<file path="src/rtl/letter_scan_ctrl_if.sv">
// Letter-stream / word-report bus for letter_scan_ctrl.
// master = letter producer and report consumer; slave = the scan controller.
interface letter_scan_ctrl_if #(
  parameter int CW = 4,
  parameter int TW = 8
);
  logic          in_valid;
  logic [5:0]    in_code;
  logic          in_last;
  logic          in_ready;
  logic          out_valid;
  logic          out_ready;
  logic [CW-1:0] word_len;
  logic [CW-1:0] word_vowels;
  logic          word_novowel;
  logic          word_sat;
  logic [TW-1:0] total_vowels;
  logic          busy;

  modport master (
    output in_valid, in_code, in_last, out_ready,
    input  in_ready, out_valid, word_len, word_vowels, word_novowel,
           word_sat, total_vowels, busy
  );

  modport slave (
    input  in_valid, in_code, in_last, out_ready,
    output in_ready, out_valid, word_len, word_vowels, word_novowel,
           word_sat, total_vowels, busy
  );
endinterface

</file>
<file path="src/rtl/letter_scan_ctrl.sv">
// Counts letters and vowels per word from a 6-bit one-of-A..F letter stream and
// holds a per-word report until the consumer takes it; keeps a running vowel total.
module letter_scan_ctrl #(
  parameter int CW = 4,
  parameter int TW = 8
) (
  input  logic               clk,
  input  logic               reset,
  letter_scan_ctrl_if.slave  bus
);
  typedef enum logic [1:0] {IDLE, SCAN, REPORT} state_t;

  localparam logic [CW-1:0] MAXV = '1;

  state_t        state;
  logic [CW-1:0] len_q, vow_q;
  logic [TW-1:0] tot_q;
  logic          sat_q, nov_q, ovld_q, irdy_q, busy_q;

  logic [5:0]    c;
  logic          vowel, acc;
  logic [CW-1:0] len_nxt, vow_nxt;

  assign c = bus.in_code;
  // bit5..bit0 = A..F
  assign vowel = (~c[5] & ~c[3] & ~c[2] &  c[1] & ~c[0])
               | ( c[4] &  c[3] & ~c[2] &  c[1] & ~c[0])
               | ( c[5] & ~c[4] & ~c[2] & ~c[1] &  c[0]);

  assign acc     = bus.in_valid & irdy_q;
  assign len_nxt = (len_q == MAXV) ? len_q : len_q + 1'b1;
  assign vow_nxt = (vowel && vow_q != MAXV) ? vow_q + 1'b1 : vow_q;

  always_ff @(posedge clk) begin
    if (reset) begin
      state  <= IDLE;
      len_q  <= '0;
      vow_q  <= '0;
      tot_q  <= '0;
      sat_q  <= 1'b0;
      nov_q  <= 1'b0;
      ovld_q <= 1'b0;
      irdy_q <= 1'b1;
      busy_q <= 1'b0;
    end else begin
      case (state)
        IDLE, SCAN: if (acc) begin
          len_q <= len_nxt;
          vow_q <= vow_nxt;
          tot_q <= tot_q + TW'(vowel);
          if (len_q == MAXV) sat_q <= 1'b1;
          busy_q <= 1'b1;
          if (bus.in_last) begin
            // report fields are final from here until the handshake
            state  <= REPORT;
            ovld_q <= 1'b1;
            irdy_q <= 1'b0;
            nov_q  <= (vow_nxt == '0);
          end else begin
            state <= SCAN;
          end
        end
        REPORT: if (bus.out_ready) begin
          state  <= IDLE;
          len_q  <= '0;
          vow_q  <= '0;
          sat_q  <= 1'b0;
          nov_q  <= 1'b0;
          ovld_q <= 1'b0;
          irdy_q <= 1'b1;
          busy_q <= 1'b0;
        end
        default: state <= IDLE;
      endcase
    end
  end

  assign bus.in_ready     = irdy_q;
  assign bus.out_valid    = ovld_q;
  assign bus.word_len     = len_q;
  assign bus.word_vowels  = vow_q;
  assign bus.word_novowel = nov_q;
  assign bus.word_sat     = sat_q;
  assign bus.total_vowels = tot_q;
  assign bus.busy         = busy_q;
endmodule

</file>
<file path="src/flat_wrapper.sv">
// flat-port wrapper written by rule: the top's interface ports become plain ports
module letter_scan_ctrl_flat 
#(
  parameter int CW = 4,
  parameter int TW = 8
)
  (clk, reset, bus_in_valid, bus_in_code, bus_in_last, bus_out_ready, bus_in_ready, bus_out_valid, bus_word_len, bus_word_vowels, bus_word_novowel, bus_word_sat, bus_total_vowels, bus_busy);
  letter_scan_ctrl_if #(.CW(CW), .TW(TW)) bus_i ();
  input  logic clk;
  input  logic reset;
  input wire logic [$bits(bus_i.in_valid)-1:0] bus_in_valid;
  input wire logic [$bits(bus_i.in_code)-1:0] bus_in_code;
  input wire logic [$bits(bus_i.in_last)-1:0] bus_in_last;
  input wire logic [$bits(bus_i.out_ready)-1:0] bus_out_ready;
  output wire logic [$bits(bus_i.in_ready)-1:0] bus_in_ready;
  output wire logic [$bits(bus_i.out_valid)-1:0] bus_out_valid;
  output wire logic [$bits(bus_i.word_len)-1:0] bus_word_len;
  output wire logic [$bits(bus_i.word_vowels)-1:0] bus_word_vowels;
  output wire logic [$bits(bus_i.word_novowel)-1:0] bus_word_novowel;
  output wire logic [$bits(bus_i.word_sat)-1:0] bus_word_sat;
  output wire logic [$bits(bus_i.total_vowels)-1:0] bus_total_vowels;
  output wire logic [$bits(bus_i.busy)-1:0] bus_busy;
  assign bus_i.in_valid = bus_in_valid;
  assign bus_i.in_code = bus_in_code;
  assign bus_i.in_last = bus_in_last;
  assign bus_i.out_ready = bus_out_ready;
  assign bus_in_ready = bus_i.in_ready;
  assign bus_out_valid = bus_i.out_valid;
  assign bus_word_len = bus_i.word_len;
  assign bus_word_vowels = bus_i.word_vowels;
  assign bus_word_novowel = bus_i.word_novowel;
  assign bus_word_sat = bus_i.word_sat;
  assign bus_total_vowels = bus_i.total_vowels;
  assign bus_busy = bus_i.busy;
  letter_scan_ctrl #(.CW(CW), .TW(TW)) u_core (.clk(clk), .reset(reset), .bus(bus_i));
endmodule
</file>
<file path="config.mk">
export PLATFORM = sky130hd
export DESIGN_NAME = letter_scan_ctrl_flat
export DESIGN_NICKNAME = d
export VERILOG_FILES = /design/src/rtl/letter_scan_ctrl_if.sv /design/src/rtl/letter_scan_ctrl.sv /design/src/flat_wrapper.sv
export SDC_FILE = /design/constraint.sdc
export NUM_CORES = 1
export LEC_CHECK = 0
export CAP_MARGIN = 20
export CORE_MARGIN = 10
export CORE_UTILIZATION = 49
export CTS_BUF_LIST = sky130_fd_sc_hd__clkbuf_8
export DETAILED_ROUTE_END_ITERATION = 10
export PLACE_DENSITY = 0.81
export SYNTH_ARGS = -nofsm -noshare
export SYNTH_HDL_FRONTEND = slang
export SYNTH_SLANG_ARGS = --single-unit
</file>
<file path="constraint.sdc">
create_clock -name clk -period 2.3 [get_ports clk]
set_input_delay 0.23 -clock clk [delete_from_list [all_inputs] [get_ports clk]]
set_output_delay 0.23 -clock clk [all_outputs]
set_load 0.03 [all_outputs]
</file>
==> impl_metrics.json <==
{
  "run_status": "finished, final reports clean",
  "cap_violations": 0,
  "portBuffers": 31,
  "cts_max_level": 1,
  "num_io_pins": 32,
  "num_vias": 1112,
  "die_w_um": 68.39,
  "drive_above_1_share": 0.08929,
  "p_leak_nw": 0.5917,
  "ys_seq_area_frac": 0.4013,
  "cp_max_fo": 3,
  "yosysTopAreaCell": "dfxtp_1",
  "post-route-period-util": 0.8594,
  "diodes": 0,
  "seq_area_sq_um": 460.4,
  "cp_slowest_stage_delay_ps": 420,
  "period_needed_ps": 1977,
  "num_rows": 17,
  "cts_buffer_depth": 2,
  "grt_usage": 0.1306,
  "synthToLayoutAreaGrowth_pct": 35.55,
  "timing.rr.start": "u_core.bus.word_vowels[0]$_SDFFE_PP0P_",
  "grt-ovfl-total": 0,
  "clock_sinks": 23,
  "drc": 0,
  "rsz0062_at_grt": "no",
  "cts_resized": 0,
  "fmax_ghz": 0.5059,
  "dr.first_iter.drc_count": 46,
  "min-delay-start": "u_core.bus.out_valid$_SDFFE_PP0P_",
  "grt_pass1_vias": 1075,
  "layout_common_cells": "31 x clkdlybuf4s50_1, 23 x dfxtp_1, 16 x nand2_1, 13 x nor2_1, 8 x nand3_1",
  "syn_area_per_cell_sq_um": 8.627,
  "drv_slew": 0,
  "post_drt_wl_per_cell_um": 15.01,
  "cts_tree": "yes",
  "cts_hold_buf": 0,
  "antenna_found_initial": 0,
  "finalSetupTns_ps": 0,
  "synthFlopType": "dfxtp_1",
  "hold_viol": 0,
  "cp_data_required_time_ps": 2450,
  "setup_violations": 0,
  "synth_top_cell_area_share": 0.4013,
  "final_common_cell": "clkdlybuf4s50_1",
  "max_slew_margin": 0.7101,
  "grt_pass1_wl_um": 4843,
  "cp.arrival_ps": 2130,
  "gp_congestion": 0.7443,
  "clock_latency_ps": 260,
  "synth.cell_area_sq_mm": 0.001147,
  "root_buffer": "clkbuf_8",
  "yosysUniqueCellTypes": 39,
  "drtPass1Iterations": 4,
  "path_class": "input pin to flip-flop",
  "synthArstFlopShare": 0,
  "ys_ff_latch": 23,
  "numCtsBuffers": 3,
  "drt-total-wl_um": 2941,
  "vdd_ir_drop_max_uv": 460.2,
  "finClkSkew_ps": 4.298,
  "dp_hpwl_um": 2305,
  "initial_core_util": 0.5187,
  "crit_chain": "clkdlybuf4s50_1, or2_4, a2111oi_4, nor2_2, inv_2, ha_1, nand3_1, nor2_1, nand3_1, xor2_1, nor2_1",
  "worst_pin_slew_ps": 434.9,
  "fin_nets": 184,
  "postCtsSetupBuffers": 0,
  "powerDensity_mw_per_mm2": 525.0,
  "via_per_inst": 5.673,
  "synth_edf_count": 0,
  "grt_max_degree": 19,
  "start_kind": "input pin",
  "die-area_sq_mm": 0.004677,
  "cp-startpoint": "bus_in_code[3]",
  "min_path_type": "flip-flop to flip-flop",
  "coreArea_sq_mm": 0.002212,
  "synthesis.nets": 148,
  "crit_path_end_kind": "flip-flop",
  "fin_util": 0.7031,
  "synth.area.top_cells": "dfxtp_1 40%, xor2_1 5.3%, nand2_1 5.2%, ha_1 4.4%, nor2_1 4.3%",
  "holdWs_ps": 460.3,
  "cp_slowest_cell": "clkdlybuf4s50_1",
  "fill_cells": 193,
  "final_antenna_net_count": 0,
  "die_h_um": 68.39,
  "multi_input_area_sq_um": 659.4,
  "syn_inst": 133,
  "clk_pin_slew_ps": 80,
  "yosys_warnings": 0
}
[per-stage QoR]
| stage | cell area [sq um] | setup slack [ps] | power (W) | instances |
|---|---|---|---|---|
| after floorplan | 1147 | 459.5 | 0.0005164 | 133 |
| after global placement | 1510 | 101.5 | 0.0005765 | 192 |
| after detailed placement | 1510 | 51.13 | 0.0005804 | 192 |
| after CTS | 1555 | 324.5 | 0.0008208 | 196 |
| after global routing | 1555 | 175.2 | 0.0008572 | 196 |
| final | 1555 | 323.5 | 0.0008165 | 196 |
[sequential cells by signal (all words and copies together) (netlist names)]
register	cells
u_core.bus.word_novowel	1
u_core.bus.busy	1
u_core.bus.word_vowels	4
u_core.bus.in_ready	1
u_core.state	2
u_core.bus.word_len	4
u_core.bus.out_valid	1
u_core.bus.word_sat	1
u_core.bus.total_vowels	8
[layout make-up]
class                      instances  area share
clock buffer                       3     0.02655
clock inverter                     1    0.002414
inverter                           2    0.004827
multi-input combinational        103      0.4240
sequential                        23      0.2961
tap                               28     0.02253
timing repair buffer              36      0.2237
[synth_stat cells, types with 2 or more instances]
master / n
dfxtp_1: 23
nand2_1: 16
nor2_1: 13
nand3_1: 8
a21oi_1: 7
xor2_1: 7
nand4_1: 6
and3_1: 4
clkbuf_1: 4
ha_1: 4
o21ai_0: 4
a31oi_1: 3
a211oi_1: 2
nand2b_1: 2
nand3b_1: 2
nor2b_1: 2
nor3_1: 2
nor4_1: 2
o31ai_1: 2
[where the power goes]
part | switching (W) | internal [W] | leakage (nW) | total (W)
sequential | 0.0000149 | 0.000412 | 0.187 | 0.000427
combinational | 0.0000800 | 0.0000645 | 0.378 | 0.000145
clock | 0.000126 | 0.000119 | 0.0269 | 0.000245
total | 0.000221 | 0.000596 | 0.592 | 0.000817
[worst max-delay path: cells and delay by family]
kind	cells	cell delay (ps)
AND/OR/NAND/NOR	6	790
buffers and inverters	2	480
AO/OA/AOI/OAI	1	330
adder cells (fa/ha/maj)	1	150
XOR/XNOR	1	150
[worst paths after layout]
path                                                   to  slack (ps)  cells after the start
setup / recovery  u_core.bus.total_vowels[7]$_SDFFE_PP0P_         320                     11
hold reg to reg         u_core.bus.out_valid$_SDFFE_PP0P_         460                      2
hold / removal          u_core.bus.out_valid$_SDFFE_PP0P_         460                      2
setup reg to reg     u_core.bus.word_novowel$_SDFFE_PP0P_         690                      6
[logic make-up (layout without fill, tap and decap cells)]
| family | after synthesis | in the layout | share of synthesized area |
|---|---|---|---|
| flops | 23 | 23 | 0.4013 |
| simple gates | 62 | 62 | 0.2759 |
| xor+xnor | 8 | 8 | 0.06107 |
| mux | 1 | 1 | 0.009814 |
| compound gates | 28 | 28 | 0.1843 |
| buf+inv | 7 | 42 | 0.02398 |
| fa+ha+maj | 4 | 4 | 0.04362 |
[per-layer routing]
| layer | wire (um) | global-route usage |
|---|---|---|
| met1 | 1197 | 0.1437 |
| met2 | 1488 | 0.2316 |
| met5 | 0 | 0 |
| met4 | 23 | 0.04271 |
| met3 | 231 | 0.04078 |
Note: power is estimated with default switching activity, not from simulation.
